### src/rtl/fp16_norm_round.sv
// Normalises and rounds a raw half-precision product to an IEEE binary16 result
// using a multi-cycle shift FSM (one shift per cycle) and round-to-nearest-even.
module fp16_norm_round (
  input  logic        clk,
  input  logic        rst,
  input  logic        in_valid,
  output logic        in_ready,
  input  logic        in_sign,
  input  logic [6:0]  in_exp,
  input  logic [21:0] in_mant,
  input  logic        in_zero,
  output logic        out_valid,
  input  logic        out_ready,
  output logic [15:0] out_result,
  output logic [2:0]  out_flags
);

  typedef enum logic [2:0] {StIdle, StNorm, StDenorm, StRound, StDone} state_e;

  state_e             state_q, state_d;
  logic        [21:0] mant_q, mant_d;
  logic signed [7:0]  exp_q, exp_d;
  logic               sticky_q, sticky_d;
  logic               sign_q, sign_d;
  logic               zero_q, zero_d;
  logic        [3:0]  dcnt_q, dcnt_d;
  logic        [15:0] result_q, result_d;
  logic        [2:0]  flags_q, flags_d;

  logic               rnd_l, rnd_g, rnd_s, rnd_up, rnd_hidden, rnd_inexact;
  logic        [11:0] rnd_sig;
  logic signed [7:0]  rnd_exp;
  logic        [9:0]  rnd_frac;
  logic        [15:0] rnd_result;
  logic        [2:0]  rnd_flags;

  always_ff @(posedge clk) begin
    if (rst) begin
      state_q  <= StIdle;
      mant_q   <= '0;
      exp_q    <= '0;
      sticky_q <= 1'b0;
      sign_q   <= 1'b0;
      zero_q   <= 1'b0;
      dcnt_q   <= '0;
      result_q <= '0;
      flags_q  <= '0;
    end else begin
      state_q  <= state_d;
      mant_q   <= mant_d;
      exp_q    <= exp_d;
      sticky_q <= sticky_d;
      sign_q   <= sign_d;
      zero_q   <= zero_d;
      dcnt_q   <= dcnt_d;
      result_q <= result_d;
      flags_q  <= flags_d;
    end
  end

  // Rounding datapath, evaluated from the working registers while in ROUND.
  always_comb begin
    rnd_l       = mant_q[10];
    rnd_g       = mant_q[9];
    rnd_s       = (|mant_q[8:0]) | sticky_q;
    rnd_up      = rnd_g & (rnd_l | rnd_s);
    rnd_sig     = {1'b0, mant_q[20:10]} + {11'd0, rnd_up};
    rnd_exp     = exp_q + (rnd_sig[11] ? 8'sd1 : 8'sd0);
    rnd_hidden  = rnd_sig[11] | rnd_sig[10];
    rnd_frac    = rnd_sig[11] ? 10'd0 : rnd_sig[9:0];
    rnd_inexact = rnd_g | rnd_s;
    rnd_result  = {sign_q, 15'd0};
    rnd_flags   = 3'b000;
    if (zero_q || rnd_sig == 12'd0) begin
      rnd_result = {sign_q, 15'd0};
      rnd_flags  = 3'b000;
    end else if (rnd_hidden && rnd_exp >= 8'sd31) begin
      rnd_result = {sign_q, 5'h1F, 10'd0};
      rnd_flags  = 3'b101;
    end else if (rnd_hidden) begin
      rnd_result = {sign_q, rnd_exp[4:0], rnd_frac};
      rnd_flags  = {2'b00, rnd_inexact};
    end else begin
      rnd_result = {sign_q, 5'd0, rnd_frac};
      rnd_flags  = {1'b0, rnd_inexact, rnd_inexact};
    end
  end

  always_comb begin
    state_d  = state_q;
    mant_d   = mant_q;
    exp_d    = exp_q;
    sticky_d = sticky_q;
    sign_d   = sign_q;
    zero_d   = zero_q;
    dcnt_d   = dcnt_q;
    result_d = result_q;
    flags_d  = flags_q;
    unique case (state_q)
      StIdle: begin
        if (in_valid) begin
          sign_d   = in_sign;
          exp_d    = {in_exp[6], in_exp};
          mant_d   = in_mant;
          zero_d   = in_zero;
          sticky_d = 1'b0;
          dcnt_d   = '0;
          state_d  = StNorm;
        end
      end
      StNorm: begin
        if (zero_q || mant_q == 22'd0) begin
          zero_d  = 1'b1;
          state_d = StRound;
        end else if (mant_q[21]) begin
          mant_d   = {1'b0, mant_q[21:1]};
          sticky_d = sticky_q | mant_q[0];
          exp_d    = exp_q + 8'sd1;
        end else if (!mant_q[20] && exp_q > 8'sd1) begin
          mant_d = {mant_q[20:0], 1'b0};
          exp_d  = exp_q - 8'sd1;
        end else if (exp_q < 8'sd1) begin
          state_d = StDenorm;
        end else begin
          state_d = StRound;
        end
      end
      StDenorm: begin
        mant_d   = {1'b0, mant_q[21:1]};
        sticky_d = sticky_q | mant_q[0];
        exp_d    = exp_q + 8'sd1;
        dcnt_d   = dcnt_q + 4'd1;
        if (exp_q == 8'sd0) begin
          state_d = StRound;
        end else if (dcnt_q == 4'd11) begin
          // Too small to reach the subnormal range: everything left is sticky.
          mant_d   = '0;
          sticky_d = 1'b1;
          state_d  = StRound;
        end
      end
      StRound: begin
        result_d = rnd_result;
        flags_d  = rnd_flags;
        state_d  = StDone;
      end
      StDone: begin
        if (out_ready) state_d = StIdle;
      end
      default: state_d = StIdle;
    endcase
  end

  assign in_ready   = (state_q == StIdle);
  assign out_valid  = (state_q == StDone);
  assign out_result = result_q;
  assign out_flags  = flags_q;

endmodule

### config.mk
export PLATFORM = sky130hd
export DESIGN_NAME = fp16_norm_round
export DESIGN_NICKNAME = d
export VERILOG_FILES = /design/src/rtl/fp16_norm_round.sv
export SDC_FILE = /design/constraint.sdc
export NUM_CORES = 1
export LEC_CHECK = 0
export ABC_AREA = 1
export CORE_AREA = 3 3 86 88
export CTS_CLUSTER_SIZE = 12
export DETAILED_ROUTE_END_ITERATION = 7
export DIE_AREA = 0 0 89 91
export HOLD_SLACK_MARGIN = 0.05
export PLACE_DENSITY = 0.86
export SLEW_MARGIN = 40
export SYNTH_ARGS = -nofsm -noshare
export SYNTH_HDL_FRONTEND = slang
export SYNTH_SLANG_ARGS = --single-unit
### constraint.sdc
create_clock -name clk -period 5.48 [get_ports clk]
set_input_delay 0.822 -clock clk [delete_from_list [all_inputs] [get_ports clk]]
set_output_delay 0.822 -clock clk [all_outputs]
set_load 0.01 [all_outputs]
# Yosys cells after proc, flatten, opt, wreduce, memory -nomap -nowiden
# Cells that the tools add are included.
[op_classes]
addsub = 5
magnitude_cmp = 3
n_eq_ne = 14
mux = 40
n_bitwise = 6
n_reduce_logical = 20
[ops]
columns = ["operator", "count"]
rows = [
  ["$mux 22", 4],
  ["$pmux 22 s3", 1],
  ["$mux 15", 3],
  ["$mux 21", 2],
  ["$mux 8", 4],
  ["$mux 3", 9],
  ["$pmux 8 s3", 1],
  ["$logic_not 22->1", 1],
  ["$pmux 3 s5", 1],
  ["$add 11x1->12", 1],
  ["$logic_not 12->1", 1],
  ["$ne 3x3->1 const B", 4],
  ["$mux 10", 1],
  ["$mux 1", 9],
  ["$reduce_or 9->1", 1],
  ["$add 8x2->8", 1],
  ["$add 8x2->8 const B", 1],
  ["$ge 8x6->1 const B", 1],
  ["$gt 8x2->1 const B", 1],
  ["$logic_not 8->1", 1],
  ["$lt 8x2->1 const B", 1],
  ["$ne 2x2->1 const B", 4],
  ["$pmux 4 s2", 1],
  ["$reduce_and 4->1", 2],
  ["22 further kinds", 32],
]
[word_totals]
reg_bits = 59
input_bits = 35
output_inout_bits = 21
word_cells = 98

# Logic depth before layout (Yosys ltp)
# Gate-level depths: netlist of run 1.
[depth]
ltp_word = 11
ltp_mapped = 18
ltp_nobuf = 18

# Least setup slack after synthesis of run 1
# No wires, ideal clock.
[synth_path]
path_type = "flip-flop to flip-flop"
from = "register mant_q[14]"
to = "register flags_q[0] (netlist: out_flags[0])"
setup_time_ns = 0.071
arrival_time_ns = 2.478
required_time_ns = 5.409
setup_slack_ns = 2.931
stages_incl_launch_ff = 16
n_path_buf = 1
synth_period_minus_slack_ns = 2.549
path_cell_list = "dfxtp_1 > nand2_1 > nor2_1 > nand4_1 > nor3_1 > ha_1 > ha_1 > nand2_1 > o21ai_0 > nand3_1 > nand3_1 > nand3_1 > buf_4 > a21oi_1 > nand2_1 > a21oi_1"
[synth_via]
elab_chain_len = 7
word_cells_on_any_way = 10
classes_between = "add/sub (2); order compare (1); mux (3); bitwise (1); reduce/logical (3)"
[synth_rtl]
columns = ["element", "line", "text"]
rows = [
  ["start: declaration", "21", "logic [21:0] mant_q, mant_d;"],
  ["start signal: assignment", "50", "mant_q <= mant_d;"],
  ["$add 11x1->12 (*)", "67", "rnd_sig = {1'b0, mant_q[20:10]} + {11'd0, rnd_up};"],
  ["$mux 1", "68", "rnd_exp = exp_q + (rnd_sig[11] ? 8'sd1 : 8'sd0);"],
  ["$add 8x2->8", "68", ""],
  ["$ge 8x6->1", "77", "end else if (rnd_hidden && rnd_exp >= 8'sd31) begin"],
  ["$logic_and 1x1->1", "77", ""],
  ["$mux 3", "77", ""],
  ["$mux 3 (*)", "74", "if (zero_q || rnd_sig == 12'd0) begin"],
  ["end signal: assignment", "57", "flags_q <= flags_d;"],
  ["end: declaration", "28", "logic [2:0] flags_q, flags_d;"],
]
# Every way passes the cells marked *; elsewhere a longest branch is shown, timed or not.
# A chain may end at the register's enable or synchronous reset.

# Final worst setup path of run 1
[layout_path]
from = "register mant_q[15]"
to = "register result_q[1] (netlist: out_result[1])"
[layout_via]
elab_chain_len = 7
word_cells_on_any_way = 12
classes_between = "add/sub (2); order compare (1); mux (5); bitwise (1); reduce/logical (3)"
[layout_rtl]
columns = ["element", "line", "text"]
rows = [
  ["$add 11x1->12 (*)", "67", ""],
  ["$mux 1", "68", ""],
  ["$add 8x2->8", "68", ""],
  ["$ge 8x6->1", "77", ""],
  ["$logic_and 1x1->1", "77", ""],
  ["$mux 15", "77", ""],
  ["$mux 15 (*)", "74", ""],
  ["end signal: assignment", "56", "result_q <= result_d;"],
  ["end: declaration", "27", "logic [15:0] result_q, result_d;"],
]
# Marks and branches as above.

==> results.tsv, run 1 <==
stage	metric	value	unit
power	p_per_area	495	nW/um^2
timing	setup_ws	2190	ps
logic_synthesis	synth-xor-area-share	1.75	%
worst_setup_path	cpLargestDelayFamily	simple AND/OR/NAND/NOR gates	
timing	min_period	3290	ps
hold_path	hold_depth	2	
timing	maxSlewViolCount	0	
worst_setup_path	cp_num_buf_inv	1	
logic_synthesis	synth_top_family_by_area	simple AND/OR/NAND/NOR gates	
timing	finalHoldViolations	0	
grt	grt_pass1_vias	4055	
detailed_routing	drc	0	
final_layout	fill_cells	589	
final_layout	area_delta_synth_final	16.6	%
detailed_routing	drt_iter0_drc	341	
clock_tree	cts.sink_count	59	
worst_setup_path	critPathLaunchType	flip-flop	
floorplan	die_h	91	um
logic_synthesis	ys_types	33	
floorplan	core	6720	um^2
timing	max_slew_margin	48.6	%
final_layout	final_common_cell	nand2_1	
clock_tree	cts_buffers	9	
grt	antenna_found_initial	0	
logic_synthesis	avgSynthCellArea	5.98	um^2
worst_setup_path	cpMaxStageDelayCell	nor3_1	
logic_synthesis	synth_nets	713	
worst_setup_path	crit_arrival	3520	ps
floorplan	ios	56	
detailed_routing	wirelength	10600	um
clock_tree	clock_latency	340	ps
logic_synthesis	syn_inst	671	
logic_synthesis	synth-seq-cells	59	
floorplan	die_area	8100	um^2
timing	finalSetupTns	0	ps
logic_synthesis	synthArstFlopShare	0	%
detailed_routing	drt-pass1-iter-count	7	
logic_synthesis	ys_warn_count	0	
grt	overflow	0	
final_layout	drive_gt1_share	6.83	%
logic_synthesis	syn-cell-area	4010	um^2
worst_setup_path	critPathCaptureType	flip-flop	
clock_tree	cts_setup_buffers	0	
worst_setup_path	rr_worst_depth	15	
worst_setup_path	cp_num_cells	15	
run	max_cap_violations	0	
logic_synthesis	synth-edff-count	0	
worst_setup_path	cp_cell_sequence	inv_1, nor2_1, nand4_1, nor3_1, ha_1, ha_1, nand2_1, o21ai_0, nand3_1, nand3_1, nand3_1, nand3_1, nor2_1, nor2_1, nor2_1	
final_layout	most-common-layout-cells	nand2_1 (178), nor2_1 (114), inv_1 (81)	
worst_setup_path	crit_type	flip-flop to flip-flop	
power	p_leak	2.04	nW
detailed_routing	antenna_left	0	
placed_design	numPortBuffers	55	
grt	grt_max_degree	58	
floorplan	die_width	89	um
grt	grt_usage	27.5	%
final_layout	final_util	69.7	%
logic_synthesis	yosys.area_share.simple	41.1	%
logic_synthesis	synth_fa_ha_area_share	2.18	%
timing	fin_crit_sh	60.1	%
floorplan	start_util	59.7	%
logic_synthesis	synth-compound-area-share	12.8	%
hold_path	hp-class	flip-flop to flip-flop	
detailed_routing	post_drt_wl_per_cell	13.3	um
clock_tree	cts_resized	0	
timing	fmax	0.304	GHz
detailed_routing	vias_per_cell	5.50	
logic_synthesis	synthFlopType	dfxtp_1	
worst_setup_path	required	5700	ps
timing	skew	12.8	ps
placed_design	place_congestion	0.962	
grt	grt_pass1_wl	17900	um
timing	rsz0062_at_grt	false	
clock_tree	cts_max_level	3	
clock_tree	holdBufCountCts	0	
logic_synthesis	seq_area_frac_synth	29.4	%
floorplan	fp-row-count	30	
timing	setup_viol	0	
clock_tree	cts_buffer_depth	2	
placed_design	place_ws	2290	ps
detailed_routing	vias	4384	
timing	tightest_slew	771	ps
worst_setup_path	crit_fanout	12	
clock_tree	clkTransAtPathRegs	70	ps
final_layout	diodes	0	
timing	whs	463	ps
worst_setup_path	slowest_delay	500	ps
clock_tree	cts_tree	built	
clock_tree	cts_root_buffer	clkbuf_8	
final_layout	finalNetCount	754	
logic_synthesis	synth.mux.area_fraction	0	%
placed_design	hpwl	7690	um
status	outcome	finished clean	
power	ir_drop	0.298	mV
==> worst paths after layout <==
check                                    end               startpoint  slack [ps]
setup / recovery  out_result[1]$_SDFFE_PP0P_  mant_q[15]$_SDFFE_PP0P_        2190
hold / removal        dcnt_q[3]$_SDFFE_PP0P_   dcnt_q[3]$_SDFFE_PP0P_         460
setup reg to reg  out_result[1]$_SDFFE_PP0P_  mant_q[15]$_SDFFE_PP0P_        2190
hold reg to reg       dcnt_q[3]$_SDFFE_PP0P_   dcnt_q[3]$_SDFFE_PP0P_         460
==> stage by stage <==
stage                     power, mW  instance area [um^2]  cells
after floorplan                1.72                  4010    671
after global placement         1.89                  4500    781
after detailed placement       1.93                  4510    781
after CTS                      2.29                  4680    797
after global routing           2.53                  4680    797
final                          2.32                  4680    797
==> registers in the layout, indices dropped and copies added (netlist names) <==
signal      count
dcnt_q          4
exp_q           8
mant_q         22
out_flags       3
out_result     16
sign_q          1
state_q         3
sticky_q        1
zero_q          1
==> final cells by class <==
cell class	instances	area, um^2	share of cell area (%)
Clock buffer	11	141	3.02
Multi-Input combinational cell	495	2330	49.8
Clock inverter	5	28.8	0.615
Inverter	91	342	7.30
Sequential cell	59	1180	25.2
Tap cell	80	100	2.14
Timing Repair Buffer	56	558	11.9
==> where the power goes <==
| part | switching, mW | total, mW | internal [mW] |
|---|---|---|---|
| clock | 0.179 | 0.353 | 0.174 |
| sequential | 0.117 | 0.651 | 0.535 |
| combinational | 0.901 | 1.31 | 0.412 |
==> worst reg2reg max path, delay by kind of cell (launching register included) <==
kind                       cells  cell delay [ps]
and+or+nand+nor               11             1940
adders and majority gates      2              500
DFF                            1              380
AOI/OAI and AO/OA              1              230
buffers and inverters          1              130
==> cells in the mapped netlist (2+ instances only) <==
| master | number | area [um^2] |
|---|---|---|
| nand2_2 | 7 | 43.8 |
| nor3_1 | 25 | 125 |
| nor2_1 | 115 | 432 |
| buf_4 | 3 | 22.5 |
| nand2_1 | 178 | 668 |
| buf_2 | 7 | 35.0 |
| clkbuf_1 | 8 | 30.0 |
| nor2_2 | 5 | 31.3 |
| xor2_1 | 7 | 61.3 |
| o21ai_1 | 6 | 30.0 |
| nor3_4 | 2 | 32.5 |
| ha_1 | 7 | 87.6 |
| inv_1 | 83 | 312 |
| buf_6 | 7 | 78.8 |
| a31oi_1 | 2 | 12.5 |
| dfxtp_1 | 59 | 1180 |
| o211ai_1 | 7 | 52.6 |
| nand3_2 | 3 | 30.0 |
| inv_2 | 8 | 30.0 |
| nand4_1 | 10 | 62.6 |
| nand3_1 | 38 | 190 |
| nor2_4 | 2 | 22.5 |
| o221ai_1 | 2 | 17.5 |
| a21oi_1 | 41 | 205 |
| o21ai_0 | 31 | 155 |
==> cells by family (layout without fill, tap and decap cells) <==
kind of cell | count (synthesis) | after routing
AO/OA/AOI/OAI | 93 | 93
flip-flops | 59 | 59
XOR/XNOR | 8 | 8
adder cells (fa/ha/maj) | 7 | 7
buffers and inverters | 117 | 163
AND/OR/NAND/NOR | 387 | 387
==> layer usage <==
metal	vias to the layer above	share of wire, %	GRT usage, %
li1	2204	-	-
met1	1946	43	34.5
met2	201	48	44.7
met3	33	6.4	4.45
met4	0	3.2	13.9
met5	-	0	0
No activity file was read; power rests on OpenSTA's default activity.
==> run 2: changes to the inputs <==
- CORE_AREA: 3 3 86 88 -> 3 3 89 91
- DIE_AREA: 0 0 89 91 -> 0 0 92 94
- PLACE_DENSITY: 0.86 -> 0.81
- clock period: 5.48 -> 3.3 ns (I/O delays scaled with it)
==> run 2 against run 1 <==
Compared with the run above: first-iteration DRC count up 6.5%; register-to-register slack got worse by 1700 ps; core utilization is 3.3 points lower; worst hold slack better by 6.1 ps; sequential share of layout area is 0.57 points lower; die area up 6.8%; final cell count grew 3.3%; maximum frequency increased by 16%; non-clock buffer count rose by 7; via count rose by 0.64%; design area up 2.3%; critical endpoint is now out_result[9]$_SDFFE_PP0P_; largest cell class unchanged; largest power group unchanged; highest routed layer unchanged.
==> results.tsv, run 2 (synthesis results as in run 1) <==
stage	metric	value	unit
status	outcome	finished clean	
clock_tree	cts_root_buffer	clkbuf_8	
hold_path	hp-class	flip-flop to flip-flop	
worst_setup_path	critPathCaptureType	flip-flop	
floorplan	ios	56	
placed_design	hpwl	8390	um
timing	rsz0062_at_grt	false	
final_layout	drive_gt1_share	7.46	%
detailed_routing	wirelength	11200	um
floorplan	die_h	94	um
worst_setup_path	crit_type	flip-flop to flip-flop	
timing	min_period	2850	ps
power	p_sw_share	50.5	%
detailed_routing	drc	0	
timing	maxSlewViolCount	0	
final_layout	final_util	66.4	%
placed_design	numPortBuffers	55	
detailed_routing	antenna_left	0	
final_layout	fill_cells	728	
power	p_comb_share	57.0	%
power	power_frac_seq	26.6	%
clock_tree	cts_buffers	9	
timing	fmax	0.351	GHz
timing	tightest_slew	649	ps
clock_tree	cts.sink_count	59	
final_layout	final_common_cell	nand2_1	
floorplan	core	7210	um^2
clock_tree	cts_max_level	3	
floorplan	die_area	8650	um^2
worst_setup_path	critPathLaunchType	flip-flop	
detailed_routing	post_drt_wl_per_cell	13.6	um
timing	skew	9.22	ps
floorplan	fp-row-count	31	
clock_tree	clock_latency	340	ps
detailed_routing	drt_iter0_drc	363	
timing	fin_crit_sh	86.2	%
detailed_routing	vias_per_cell	5.36	
worst_setup_path	required	3520	ps
detailed_routing	vias	4412	
timing	max_slew_margin	56.7	%
timing	finalSetupTns	0	ps
timing	finalHoldViolations	0	
final_layout	largest_reg_flops	22	
clock_tree	clkTransAtPathRegs	70	ps
clock_tree	holdBufCountCts	0	
power	p_per_area	848	nW/um^2
run	max_cap_violations	0	
clock_tree	cts_buffer_depth	2	
final_layout	area_delta_synth_final	19.3	%
grt	grt_max_degree	42	
power	switching_power	2.05	mW
grt	overflow	0	
final_layout	finalNetCount	761	
timing	setup_viol	0	
grt	grt_pass1_vias	3868	
power	clkPwrFrac	16.4	%
grt	antenna_found_initial	0	
worst_setup_path	crit_arrival	3070	ps
placed_design	place_congestion	0.948	
power	p_leak	2.08	nW
floorplan	die_width	92	um
power	intPower	2.01	mW
clock_tree	cts_tree	built	
final_layout	top_register	mant_q	
detailed_routing	drt-pass1-iter-count	6	
final_layout	most-common-layout-cells	nand2_1 (178), nor2_1 (115), inv_1 (83)	
grt	grt_usage	26.2	%
floorplan	start_util	55.6	%
final_layout	diodes	0	
power	ir_drop	0.435	mV
worst_setup_path	crit_fanout	12	
grt	grt_pass1_wl	17900	um
## run 2: cell count changes in the layout (fill, tap and decap cells not counted)
cell	previous run	this run
bufinv_16	0	1
buf_4	1	7
nand3_2	2	4
clkinv_2	4	3
inv_2	10	8
nand3_4	1	0
clkinv_4	1	0
nand3_1	38	37
nor2_2	6	5
inv_1	81	83
clkinvlp_4	0	1
buf_12	0	1
nor2_1	114	115
## run 2: cell type report
| type | instances | area (um^2) | area share (%) |
|---|---|---|---|
| clock inverters | 5 | 52.6 | 1.10 |
| repair buffers | 63 | 623 | 13.0 |
| well taps | 99 | 124 | 2.59 |
| clock buffers | 11 | 141 | 2.95 |
| inverters | 91 | 342 | 7.13 |
| multi-input cells | 495 | 2330 | 48.6 |
| flip-flops and latches | 59 | 1180 | 24.7 |
## run 2: stage by stage
step / hold slack (ps) / instance area (um^2) / cells / total power, mW / worst slack (ps)
2_1_floorplan: 439 / 4010 / 671 / 2.86 / 751
3_3_place_gp: 448 / 4590 / 807 / 3.30 / 507
3_5_place_dp: 458 / 4590 / 807 / 3.35 / 368
4_1_cts: 469 / 4780 / 823 / 4.03 / 357
5_1_grt: 490 / 4790 / 823 / 4.41 / 112
6_report: 469 / 4790 / 823 / 4.06 / 454
## run 2: final timing paths
check	startpoint	endpoint	slack (ps)	cells after the start
max	mant_q[14]$_SDFFE_PP0P_	out_result[9]$_SDFFE_PP0P_	450	15
min reg2reg	dcnt_q[3]$_SDFFE_PP0P_	dcnt_q[3]$_SDFFE_PP0P_	470	2
max reg2reg	mant_q[14]$_SDFFE_PP0P_	out_result[9]$_SDFFE_PP0P_	450	15
min	dcnt_q[3]$_SDFFE_PP0P_	dcnt_q[3]$_SDFFE_PP0P_	470	2
## run 2: power by group through the flow
stage	registers, mW	clock network (mW)	logic, mW
2_1_floorplan	1.03	0	1.83
3_3_place_gp	1.08	0	2.21
3_5_place_dp	1.09	0	2.26
4_1_cts	1.07	0.672	2.28
5_1_grt	1.10	0.714	2.59
6_report	1.08	0.667	2.31
## run 2: what timing repair did
item	CTS	global route
gates resized for setup	0	1
setup endpoints to repair	0	8
buffers inserted	0	0
## run 2: per-layer routing
layer / global-route usage (%) / vias up / part of all wire [%]
met4: 12.0 / 0 / 2.2
met5: 0 / - / 0
li1: - / 2213 / -
met3: 3.93 / 21 / 6.4
met1: 33.9 / 2011 / 44
met2: 43.0 / 167 / 47
## run 2: critical path, cell delays in order (launching register included)
cell	delay, ps
dfxtp_1	420
nand2_1	130
nor2_1	210
nand4_1	150
nor3_1	240
ha_1	250
ha_1	170
nand2_1	110
o21ai_0	250
nand3_1	100
nand3_1	110
nand3_2	210
nand3_1	150
nor2_1	60
nor2_1	120
nor2_1	60
